### src/rtl/fetch_pkg.sv
// Shared fetch-side defaults and the fetch FSM state encoding.
// Imported by the prefetch queue top and its FIFO.
package fetch_pkg;

  localparam int FQ_DEPTH   = 4;
  localparam int FQ_ADDR_W  = 32;
  localparam int FQ_INSTR_W = 32;
  localparam int FQ_PC_STEP = 4;
  localparam logic [31:0] FQ_RESET_PC = 32'h0;

  typedef enum logic {
    RUN,
    REDIRECT
  } fetch_state_e;

endpackage

### src/rtl/instruction_prefetch_queue_fifo.sv
// Small {pc, instr} FIFO between the fetch port and decode.
// Flush drops everything; head outputs come straight from storage.
module prefetch_fifo
  import fetch_pkg::*;
#(
  parameter int DEPTH = FQ_DEPTH,
  parameter int AW    = FQ_ADDR_W,
  parameter int IW    = FQ_INSTR_W,
  localparam int PW   = $clog2(DEPTH),
  localparam int CW   = PW + 1
) (
  input  logic          clk,
  input  logic          rst_n,
  input  logic          push_i,
  input  logic          pop_i,
  input  logic          flush_i,
  input  logic [AW-1:0] pc_i,
  input  logic [IW-1:0] instr_i,
  output logic          valid_o,
  output logic [AW-1:0] pc_o,
  output logic [IW-1:0] instr_o,
  output logic [CW-1:0] count_o
);

  logic [AW-1:0] pc_mem_q [DEPTH];
  logic [IW-1:0] in_mem_q [DEPTH];
  logic [PW-1:0] rd_q, rd_d;
  logic [PW-1:0] wr_q, wr_d;
  logic [CW-1:0] cnt_q, cnt_d;

  always_comb begin
    rd_d  = rd_q;
    wr_d  = wr_q;
    cnt_d = cnt_q;
    if (flush_i) begin
      rd_d  = '0;
      wr_d  = '0;
      cnt_d = '0;
    end else begin
      if (push_i) wr_d = wr_q + PW'(1);
      if (pop_i)  rd_d = rd_q + PW'(1);
      cnt_d = cnt_q + CW'(push_i) - CW'(pop_i);
    end
  end

  always_ff @(posedge clk or negedge rst_n) begin
    if (!rst_n) begin
      rd_q  <= '0;
      wr_q  <= '0;
      cnt_q <= '0;
      for (int i = 0; i < DEPTH; i++) begin
        pc_mem_q[i] <= '0;
        in_mem_q[i] <= '0;
      end
    end else begin
      rd_q  <= rd_d;
      wr_q  <= wr_d;
      cnt_q <= cnt_d;
      if (push_i && !flush_i) begin
        pc_mem_q[wr_q] <= pc_i;
        in_mem_q[wr_q] <= instr_i;
      end
    end
  end

  assign valid_o = (cnt_q != '0);
  assign pc_o    = pc_mem_q[rd_q];
  assign instr_o = in_mem_q[rd_q];
  assign count_o = cnt_q;

endmodule

### src/rtl/instruction_prefetch_queue.sv
// Fetch front end: owns the PC, issues imem reads, queues
// returned words for decode and handles branch redirects.
module instruction_prefetch_queue
  import fetch_pkg::*;
#(
  parameter int DEPTH   = FQ_DEPTH,
  parameter int ADDR_W  = FQ_ADDR_W,
  parameter int INSTR_W = FQ_INSTR_W,
  parameter int PC_STEP = FQ_PC_STEP,
  parameter logic [ADDR_W-1:0] RESET_PC = ADDR_W'(FQ_RESET_PC)
) (
  input  logic               clk,
  input  logic               reset,
  output logic               imem_req,
  output logic [ADDR_W-1:0]  imem_addr,
  input  logic [INSTR_W-1:0] imem_instr,
  input  logic               branch_taken,
  input  logic [ADDR_W-1:0]  branch_target,
  output logic               dec_valid,
  output logic [INSTR_W-1:0] dec_instr,
  output logic [ADDR_W-1:0]  dec_pc,
  input  logic               dec_ready
);

  localparam int CW = $clog2(DEPTH) + 1;

  fetch_state_e      state_q, state_d;
  logic [ADDR_W-1:0] pc_q, pc_d;
  logic [ADDR_W-1:0] ipc_q, ipc_d;
  logic              infl_q, infl_d;
  logic [CW-1:0]     count;
  logic [CW:0]       occ;
  logic              issue, push, pop;

  // In-flight word counts as occupied so a return always has room.
  assign occ   = {1'b0, count} + {{CW{1'b0}}, infl_q};
  assign issue = reset & ~branch_taken
               & (occ < (CW+1)'(DEPTH));
  assign push  = infl_q & ~branch_taken & (state_q == RUN);
  assign pop   = dec_valid & dec_ready & ~branch_taken;

  assign imem_req  = issue;
  assign imem_addr = pc_q;

  always_comb begin
    state_d = state_q;
    pc_d    = pc_q;
    ipc_d   = ipc_q;
    infl_d  = issue;
    unique case (state_q)
      RUN:      if (branch_taken) state_d = REDIRECT;
      REDIRECT: state_d = RUN;
      default:  state_d = RUN;
    endcase
    if (branch_taken) begin
      pc_d   = branch_target;
      infl_d = 1'b0;
    end else if (issue) begin
      pc_d  = pc_q + ADDR_W'(PC_STEP);
      ipc_d = pc_q;
    end
  end

  always_ff @(posedge clk or negedge reset) begin
    if (!reset) begin
      state_q <= RUN;
      pc_q    <= RESET_PC;
      ipc_q   <= '0;
      infl_q  <= 1'b0;
    end else begin
      state_q <= state_d;
      pc_q    <= pc_d;
      ipc_q   <= ipc_d;
      infl_q  <= infl_d;
    end
  end

  prefetch_fifo #(
    .DEPTH (DEPTH),
    .AW    (ADDR_W),
    .IW    (INSTR_W)
  ) u_fifo (
    .clk     (clk),
    .rst_n   (reset),
    .push_i  (push),
    .pop_i   (pop),
    .flush_i (branch_taken),
    .pc_i    (ipc_q),
    .instr_i (imem_instr),
    .valid_o (dec_valid),
    .pc_o    (dec_pc),
    .instr_o (dec_instr),
    .count_o (count)
  );

endmodule

### config.mk
export PLATFORM = sky130hd
export DESIGN_NAME = instruction_prefetch_queue
export DESIGN_NICKNAME = d
export VERILOG_FILES = /design/src/rtl/fetch_pkg.sv /design/src/rtl/instruction_prefetch_queue_fifo.sv /design/src/rtl/instruction_prefetch_queue.sv
export SDC_FILE = /design/constraint.sdc
export NUM_CORES = 1
export LEC_CHECK = 0
export ABC_AREA = 1
export BUFFER_PORTS_ARGS = -buffer_cell sky130_fd_sc_hd__buf_4
export CELL_PAD_IN_SITES_DETAIL_PLACEMENT = 1
export CELL_PAD_IN_SITES_GLOBAL_PLACEMENT = 1
export CORE_ASPECT_RATIO = 0.75
export CORE_MARGIN = 3
export CORE_UTILIZATION = 44
export CTS_CLUSTER_DIAMETER = 80
export DETAILED_ROUTE_END_ITERATION = 6
export PLACE_DENSITY = 0.81
export SLEW_MARGIN = 15
export SYNTH_ARGS = -nofsm -noshare
export SYNTH_HDL_FRONTEND = slang
export SYNTH_HIERARCHICAL = 1
export SYNTH_SLANG_ARGS = --single-unit
### constraint.sdc
create_clock -name clk -period 2.4 [get_ports clk]
set_input_delay 0.24 -clock clk [delete_from_list [all_inputs] [get_ports clk]]
set_output_delay 0.24 -clock clk [all_outputs]
set_load 0.005 [all_outputs]
== Yosys cells after proc, flatten, opt, wreduce, memory -nomap -nowiden ==
Index checks and enable logic that the tools add are counted.

* Flip-flop bits (word level): 329
* Input bits: 68
* Word-level logic and storage cells: 63

* $add $sub $neg: 6
* Order comparisons: 4
* Multiplexer cells: 20
* Bitwise logic cells: 10
* Reductions and logical operators: 8

{| class="wikitable"
|+ Operator list
! kind !! count
|-
| bitwise mux 128 bit || 2
|-
| 2-to-1 mux 32 bit || 7
|-
| binary-select mux 32 bit (select 2 bit) || 2
|-
| demux 32 bit (select 2 bit) || 1
|-
| adder 32 x 3 -> 32 bit, second input constant || 1
|-
| 2-to-1 mux 2 bit || 4
|-
| bitwise AND 1 bit || 6
|-
| >= comparator 3 bit, second input constant || 2
|-
| NOT 2 -> 3 bit || 2
|-
| nonzero test 2 bit || 3
|-
| adder 2 x 1 -> 2 bit, second input constant || 2
|-
| adder 3 x 1 -> 4 bit || 1
|-
| less-than comparator 4 x 3 -> 1 bit, second input constant || 1
|-
| adder 3 x 1 -> 3 bit || 1
|-
| less-than comparator 3 x 1 -> 1 bit, second input constant || 1
|-
| 2-to-1 mux 3 bit || 1
|-
| nonzero test 3 bit || 1
|-
| subtractor 3 x 1 -> 3 bit || 1
|-
| logical AND 1 bit || 2
|-
| 2-to-1 mux 1 bit || 2
|-
| NOT 1 bit || 2
|-
| case mux 1 bit (2 select lines) || 1
|-
| AND reduction 2 bit || 1
|-
| zero test 1 bit || 1
|}

== Logic depth before layout (Yosys ltp) ==
Gate-level depths: netlist of run 1.

* Depth after elaboration: 6
* Depth in mapped cells: 12

== Cells and area by module ==
The synthesis of run 1 kept the hierarchy.

{| class="wikitable"
|+ By module, submodules not included
! module !! times used !! cells each !! area an instance (µm²)
|-
| prefetch_fifo || 1 || 1429 || 11937.7
|-
| instruction_prefetch_queue || 1 || 537 || 3681.0
|}

== Least setup slack after synthesis of run 1 ==
OpenSTA, ideal clock, no wires.

* Kind: input to register
* Start point: in branch_taken
* End point: reg u_fifo.cnt_q[2] (netlist: u_fifo/count_o[2])
* Arrival: 1785 ps
* Setup slack: 496 ps
* Cell stages on the path: 10
* Buffers on the path: 2
* Cell sequence: buf_4 clkbuf_1 nor2_1 ha_1 inv_1 ha_1 inv_1 fa_1 a21oi_1 nor2_1

* Elaborated cells on any way between the ends: 7

{| class="wikitable"
|+ RTL lines
! what !! RTL line !! text
|-
| start: declaration || instruction_prefetch_queue.sv:17 || <nowiki>input logic branch_taken,</nowiki>
|-
| NOT 1 bit (no source line) || - ||
|-
| bitwise AND 1 bit || instruction_prefetch_queue.sv:40 || <nowiki>assign pop = dec_valid & dec_ready & ~branch_taken;</nowiki>
|-
| named net pop || instruction_prefetch_queue.sv:33 || <nowiki>logic issue, push, pop;</nowiki>
|-
| subtractor 3 x 1 -> 3 bit || instruction_prefetch_queue_fifo.sv:42 || <nowiki>cnt_d = cnt_q + CW'(push_i) - CW'(pop_i);</nowiki>
|-
| 2-to-1 mux 3 bit || instruction_prefetch_queue_fifo.sv:35 || <nowiki>if (flush_i) begin</nowiki>
|-
| named net u_fifo.cnt_d[2] || instruction_prefetch_queue_fifo.sv:29 || <nowiki>logic [CW-1:0] cnt_q, cnt_d;</nowiki>
|-
| end signal: assignment || instruction_prefetch_queue_fifo.sv:58 || <nowiki>cnt_q <= cnt_d;</nowiki>
|-
| end: declaration || instruction_prefetch_queue_fifo.sv:29 ||
|}

The timed path passes the listed nets, and every way through them passes these cells.
A chain may end at the register's enable or synchronous reset.

== Worst setup path after layout of run 1 ==
* Start point: reg u_fifo.rd_q[0]
* End point: out dec_pc[24]

* Word-level cells in the longest chain between the ends: 4

{| class="wikitable"
|+ Ends and longest elaborated chain
! what !! RTL line !! text
|-
| start: declaration || instruction_prefetch_queue_fifo.sv:27 || <nowiki>logic [PW-1:0] rd_q, rd_d;</nowiki>
|-
| start signal: assignment || instruction_prefetch_queue_fifo.sv:56 || <nowiki>rd_q <= rd_d;</nowiki>
|-
| NOT 2 -> 3 bit (not written as such) || instruction_prefetch_queue_fifo.sv:67 || <nowiki>assign pc_o = pc_mem_q[rd_q];</nowiki>
|-
| binary-select mux 32 bit (select 2 bit) || instruction_prefetch_queue_fifo.sv:67 ||
|-
| 2-to-1 mux 32 bit (not written as such) (2 in series) || instruction_prefetch_queue_fifo.sv:67 ||
|-
| end: declaration || instruction_prefetch_queue.sv:21 || <nowiki>output logic [ADDR_W-1:0] dec_pc,</nowiki>
|}

No other way between the ends. The select of a mux whose other input is x is not followed.

==> flow_metrics.py, run 1 <==
metrics = {
    "status": {
        "outcome": "finished, final reports clean",
    },
    "clock_network": {
        "cts_sinks": 329,
        "worstSkewPairLatency_ps": 510,
        "clk_pin_slew_ps": 70,
        "clk_root_buffer_cell": "clkbuf_16",
        "clock_path_buffers": 3,
        "postCtsSetupBuffers": 0,
        "cts_tree": "built",
        "cts_buffers": 36,
        "ctsHtreeMaxLevel": 2,
    },
    "place": {
        "gp_congestion": 0.8406,
        "dp_hpwl_um": 28610,
        "portBuffers": 165,
    },
    "sta": {
        "finClkSkew_ps": 12.96,
        "whs_ps": 26.13,
        "tns_ps": 0,
        "finalCritPeriodShare_pct": 96.13,
        "tightest_slew_ps": 756.6,
        "slew_headroom_pct": 49.56,
        "setup_viol": 0,
        "hold_viol": 0,
        "fmax_ghz": 0.4334,
        "min_period_ps": 2307,
        "drv_slew": 0,
    },
    "pwr": {
        "p_leak_nw": 9.709,
        "peakVddDrop_uv": 484.9,
        "finalPower_mw": 18.16,
        "cellPowerDensity_nw_per_um2": 976.5,
    },
    "synth": {
        "synth_nets": 2042,
        "ys_seq_elements": 329,
        "syn_area_sq_um": 15620,
        "ys_types": 27,
        "seq_area_frac_synth_pct": 52.71,
        "synth_edf_count": 0,
        "yosysWarnings": 6,
        "syn_inst": 1966,
        "async_flop_share_pct": 100.0,
        "synth_flop_cell": "dfrtp_1",
        "syn_avg_cell_area_sq_um": 7.944,
    },
    "setup_path": {
        "slowest_delay_ps": 500,
        "crit_buf_inv": 3,
        "worstPathMaxFanout": 20,
        "worstPathArrival_ps": 2070,
        "cp_data_required_time_ps": 2160,
        "slowest_stage": "dfrtp_2",
        "crit_path_cell_trace": "bufinv_16 > buf_4 > nand2_1 > o211ai_1 > nand2_1 > buf_4",
        "crit_family": "buffers and inverters",
        "end_kind": "output pin",
        "worstSetupPathType": "flip-flop to output pin",
        "worstSetupStartpointType": "flip-flop",
    },
    "global_route": {
        "grt_pass1_vias": 14115,
        "antenna_found_initial": 0,
        "grt_first_pass_wirelength_um": 74040,
        "grt_max_degree": 123,
        "grt_util_all_layers_pct": 23.96,
        "grt_overflow": 0,
    },
    "routing": {
        "vias": 13486,
        "drtPass1Iterations": 5,
        "wirelength_um": 45090,
        "viasPerCell": 5.243,
        "ant_nets": 0,
        "drt-wirelength-per-cell_um": 17.53,
        "drtIter0Drc": 882,
        "remaining_drc_errors": 0,
    },
    "layout": {
        "fin_util_pct": 53.38,
        "diodes": 0,
        "multi_input_area_sq_um": 5839,
        "fillers": 4227,
        "fin_nets": 2170,
        "layout-drive-gt1-share_pct": 13.24,
        "seq_area_sq_um": 8235,
        "syn_to_final_growth_pct": 19.07,
    },
    "floorplanning": {
        "die_y_um": 169.2,
        "start_util_pct": 44.83,
        "die_area_sq_um": 37820,
        "pin_count": 166,
        "rows": 59,
        "core_sq_um": 34840,
        "die_w_um": 223.6,
    },
    "run": {
        "max_cap_viol_count": 0,
    },
    "hold_path": {
        "hp-class": "input port to flip-flop",
    },
}
-- registers in the layout (all words and copies together) (netlist names) --
signal and cells:
u_fifo/in_mem_q 128, u_fifo/pc_mem_q 128, imem_addr 32, ipc_q 32, u_fifo/count_o 3, u_fifo/rd_q 2
u_fifo/wr_q 2, infl_q 1, state_q 1
-- stage by stage --
step | instances | area (sq um) | setup slack, ps
floorplan | 1966 | 15620 | 496.4
global placement | 2498 | 17240 | 439.1
detailed placement | 2498 | 17240 | 314.2
CTS | 2570 | 18560 | 45.06
global route | 2572 | 18600 | -5.677
finish | 2572 | 18600 | 92.79
-- cells in the final DEF (no fill, tap or decap) --
cell type	n
nand3b_1	1
nand2_1	632
nand4_1	1
dfrtp_1	327
dfrtp_2	2
o21ai_1	20
ha_1	7
clkinv_2	3
clkbuf_16	37
nand3_1	66
o21ai_0	272
clkinvlp_4	1
a21oi_1	3
clkbuf_8	8
or2_2	1
clkinv_1	1
inv_6	2
dlygate4sd3_1	13
buf_4	178
inv_2	2
clkbuf_1	5
o211ai_1	132
buf_8	1
nand3_4	1
nor2_2	19
clkinv_4	2
nor2_4	2
fa_1	1
bufinv_16	4
nor2_1	85
nand2_4	4
inv_1	268
nand2_2	2
and2_1	1
buf_12	11
-- final timing paths --
kind / startpoint / endpoint / slack, ps / cells after the start
worst max-delay path: u_fifo/rd_q[0] / dec_pc[24] / 90 / 6
worst max register to register: u_fifo/count_o[1] / u_fifo/count_o[2] / 270 / 12
worst min register to register: state_q / state_q / 440 / 1
worst min-delay path: branch_target[15] / imem_addr[15] / 30 / 5
min in group asynchronous: reset / u_fifo/in_mem_q[22] / 210 / 2
max in group asynchronous: reset / u_fifo/in_mem_q[97] / 1150 / 3
-- what timing repair did --
item                                   CTS  global route
cloned                                   0             2
endpoints found under the hold margin   43             0
resized for setup                        2             3
setup endpoints to repair                1            13
hold buffers                            13             0
-- Yosys cell counts, types with 2 or more instances --
master / n / area (sq um)
a21oi_1: 3 / 15.01
buf_1: 9 / 33.78
buf_2: 59 / 295.3
buf_4: 4 / 30.03
buf_6: 3 / 33.78
clkbuf_1: 30 / 112.6
clkbuf_2: 10 / 50.05
dfrtp_1: 329 / 8233
ha_1: 7 / 87.58
inv_1: 270 / 1013
nand2_1: 636 / 2387
nand2_2: 2 / 12.51
nand3_1: 66 / 330.3
nor2_1: 85 / 319.1
nor2_2: 19 / 118.9
nor2_4: 2 / 22.52
o211ai_1: 132 / 991.0
o21ai_0: 272 / 1361
o21ai_1: 20 / 100.1
-- worst min-delay path, cell delays in order --
cell and delay [ps]:
buf_4 80, nand2_1 40, o21ai_0 60, inv_1 40, nand2_1 50
-- area by class of cell --
cell class | instances | share of cell area (%)
Sequential cell | 329 | 44.28
Multi-Input combinational cell | 1250 | 31.40
Inverter | 272 | 5.631
Clock buffer | 50 | 5.671
Clock inverter | 9 | 0.6997
Timing Repair Buffer | 203 | 9.150
Tap cell | 457 | 3.075
Timing Repair inverter | 2 | 0.09419
-- where the power goes --
part           switching, mW  internal [mW]  leakage [nW]
clock                   2.19           3.38         0.582
combinational           3.03           2.27          4.76
sequential             0.750           6.54          4.37
-- cell families after synthesis --
logic type	count (synthesis)	synth area share (%)
DFF	329	52.71
adders and majority gates	8	0.6889
AOI/OAI and AO/OA	427	15.80
buffers and inverters	387	10.09
and+or+nand+nor	815	20.71
-- per-layer routing --
layer	part of all wire [%]	wire, um	vias to the layer above	track usage [%]
met5	0	0	-	0
met4	2.6	1171	0	7.254
met3	3.4	1516	75	3.182
met2	48	21680	196	40.76
met1	46	20720	6738	32.33
li1	-	-	6477	-
Power figures use the tool's default switching activity.
==> inputs of run 2 (changes only) <==
Settings changed: ABC_AREA 1 to not set, BUFFER_PORTS_ARGS -buffer_cell sky130_fd_sc_hd__buf_4 to -buffer_cell sky130_fd_sc_hd__buf_2, CORE_UTILIZATION 44 to 50.
==> run 2 against run 1 <==
Via count fell by 29%. Core utilization rose by 6.8 points. Final cell count fell by 36%. Largest power group unchanged. Area after synthesis rose by 0.94%. Largest cell class unchanged. Highest routed layer is now met5. Setup slack improved by 27 ps. Clock power fell by 2%.
==> flow_metrics.py, run 2 <==
metrics = {
    "synth": {
        "syn_inst": 1018,
        "seq_area_frac_synth_pct": 52.22,
        "synth_area_leaders": "dfrtp_1 52%, mux2_4 23%, mux4_2 9.1%",
        "synthTopCellsByCount": "329 x dfrtp_1, 240 x mux2_4, 125 x nand2_1",
        "synth_nets": 1094,
        "synth_flop_cell": "dfrtp_1",
        "syn_avg_cell_area_sq_um": 15.49,
        "ys_types": 53,
        "synth_edf_count": 0,
        "yosys.cell_count.top_type": "dfrtp_1",
        "async_flop_share_pct": 100.0,
        "ys_seq_elements": 329,
        "synth_top_area_share_pct": 52.22,
        "syn_area_sq_um": 15770,
        "yosys.area.top_type": "dfrtp_1",
        "yosysWarnings": 6,
    },
    "clock_network": {
        "cts_buffers": 35,
        "cts_tree": "built",
        "worstSkewPairLatency_ps": 530,
        "clock_path_buffers": 3,
        "clk_pin_slew_ps": 60,
        "ctsHtreeMaxLevel": 2,
        "clk_root_buffer_cell": "clkbuf_16",
        "cts_sinks": 329,
    },
    "layout": {
        "fin_nets": 1301,
        "layout-drive-gt1-share_pct": 47.24,
        "fin_util_pct": 60.21,
        "reg.largest.list": "u_fifo/in_mem_q x128, u_fifo/pc_mem_q x128",
        "syn_to_final_growth_pct": 16.95,
        "stdcell_count": 1652,
        "mostFrequentLayoutCell": "dfrtp_1",
        "final_cell_mix": "326 x dfrtp_1, 240 x mux2_4, 164 x buf_2, 125 x nand2_1, 64 x mux4_2",
    },
    "global_route": {
        "grt_pass1_vias": 11038,
        "grt_max_degree": 182,
        "grt_overflow": 0,
        "grt_first_pass_wirelength_um": 65340,
        "antenna_found_initial": 5,
        "grt_util_all_layers_pct": 24.59,
    },
    "setup_path": {
        "worstPathMaxFanout": 4,
        "critPathLaunch": "u_fifo/count_o[1]",
        "worstSetupPathType": "flip-flop to flip-flop",
        "crit_path_cell_trace": "or3_1 > nand2_1 > nor2_1 > ha_1 > inv_1 > ha_1 > inv_1 > fa_1 > xnor3_1 > nor2_1",
        "cp_data_required_time_ps": 2780,
        "slowest_stage": "dfrtp_2",
        "worstSetupStartpointType": "flip-flop",
        "end_kind": "flip-flop",
        "slowest_delay_ps": 440,
        "worstPathArrival_ps": 2660,
        "r2r-start": "u_fifo/count_o[1]",
    },
    "sta": {
        "fmax_ghz": 0.4385,
        "whs_ps": 20.50,
        "rsz0062_at_grt": "no",
        "slew_headroom_pct": 29.19,
        "finClkSkew_ps": 27.19,
        "finalCritPeriodShare_pct": 95.02,
        "setup_viol": 0,
        "tightest_slew_ps": 1058,
        "tns_ps": 0,
        "drv_slew": 0,
        "min_period_ps": 2280,
        "hold_viol": 0,
    },
    "routing": {
        "viasPerCell": 5.766,
        "drtIter0Drc": 599,
        "ant_nets": 0,
        "vias": 9526,
        "remaining_drc_errors": 0,
        "drt-wirelength-per-cell_um": 24.49,
        "wirelength_um": 40460,
        "drtPass1Iterations": 5,
    },
    "floorplanning": {
        "die_area_sq_um": 33720,
        "start_util_pct": 51.48,
        "core_sq_um": 30620,
        "pin_count": 166,
        "die_y_um": 159.8,
        "rows": 55,
        "die_w_um": 211.0,
    },
    "pwr": {
        "p_leak_nw": 9.553,
        "cellPowerDensity_nw_per_um2": 883.0,
        "peakVddDrop_uv": 477.8,
        "finalPower_mw": 16.28,
    },
    "hold_path": {
        "hp-class": "input port to flip-flop",
        "min_from": "imem_instr[5]",
    },
    "run": {
        "max_cap_viol_count": 0,
    },
    "place": {
        "dp_cells": 1540,
        "gp_congestion": 0.7791,
        "portBuffers": 165,
        "dp_hpwl_um": 24770,
    },
    "status": {
        "outcome": "finished, final reports clean",
    },
}
-- run 2: cell count changes after synthesis, sizes merged, moves of 9 or more --
cell and change:
mux4 +64, o211ai -125, nand2 -513, buf -19, clkbuf -30, o311ai +9
nor2 -91, o21ai -271, inv -262, mux2 +258, nand3 -44, nand4 +12
-- run 2: area by class of cell --
| class | count | area (sq um) |
|---|---|---|
| fill | 2897 | 12190 |
| multi-input combinational | 614 | 6937 |
| clock buffer | 48 | 1047 |
| sequential | 329 | 8239 |
| timing repair buffer | 236 | 1572 |
| clock inverter | 15 | 105.1 |
| inverter | 9 | 33.78 |
| tap | 399 | 499.2 |
| antenna | 2 | 5.005 |
-- run 2: what timing repair did --
item | CTS | global route
cloned | 0 | 0
gates resized for setup | 0 | 1
hold endpoints to repair | 237 | 0
hold buffers | 46 | 0
setup buffers | 1 | 0
pin swaps | 0 | 0
endpoints found under the setup margin | 33 | 1
-- run 2: final timing paths --
path                                            end  slack (ps)  cells after the start
worst max-delay path              u_fifo/count_o[2]         120                     10
max in group asynchronous       u_fifo/pc_mem_q[69]        1010                      3
worst max register to register    u_fifo/count_o[2]         120                     10
worst min register to register              state_q         440                      1
min in group asynchronous       u_fifo/in_mem_q[53]         600                      3
worst min-delay path            u_fifo/in_mem_q[69]          20                      2
-- run 2: critical path, delay by kind of cell (launching register included) --
| kind | cells | cell delay, ps |
|---|---|---|
| XOR/XNOR | 1 | 210 |
| adder cells (fa/ha/maj) | 3 | 820 |
| buffers and inverters | 2 | 100 |
| flip-flops | 1 | 440 |
| AND/OR/NAND/NOR | 4 | 580 |
-- run 2: where the power goes --
group          internal (mW)  total [mW]  switching [mW]
clock network           3.17        5.44            2.27
logic                   2.12        3.58            1.46
registers               6.40        7.26           0.858
-- run 2: cells by family (layout without fill, tap and decap cells) --
group,count (synthesis),after routing,share of synthesized area (%)
muxes,325,325,33.48
xor gates and xnor gates,5,5,0.3651
DFF,329,329,52.22
adders and majority gates,8,8,0.6825
other,0,2,0
buffers and inverters,75,308,3.809
AOI/OAI and AO/OA,57,57,2.492
and+or+nand+nor,219,219,6.952
-- run 2: stage by stage --
step | worst slack (ps) | area (sq um)
final | 119.6 | 18440
after floorplan | 260.5 | 15770
after detailed placement | 127.2 | 16810
after CTS | 65.44 | 18430
after global routing | 2.312 | 18440
after global placement | 211.4 | 16810
-- run 2: metal layers --
layer / vias up / share of wire (%) / GRT usage [%]
met5: - / 0.10 / 0
met4: 6 / 2.0 / 6.267
met3: 57 / 4.1 / 3.888
met2: 216 / 49 / 40.78
met1: 5143 / 45 / 34.24
li1: 4104 / - / -
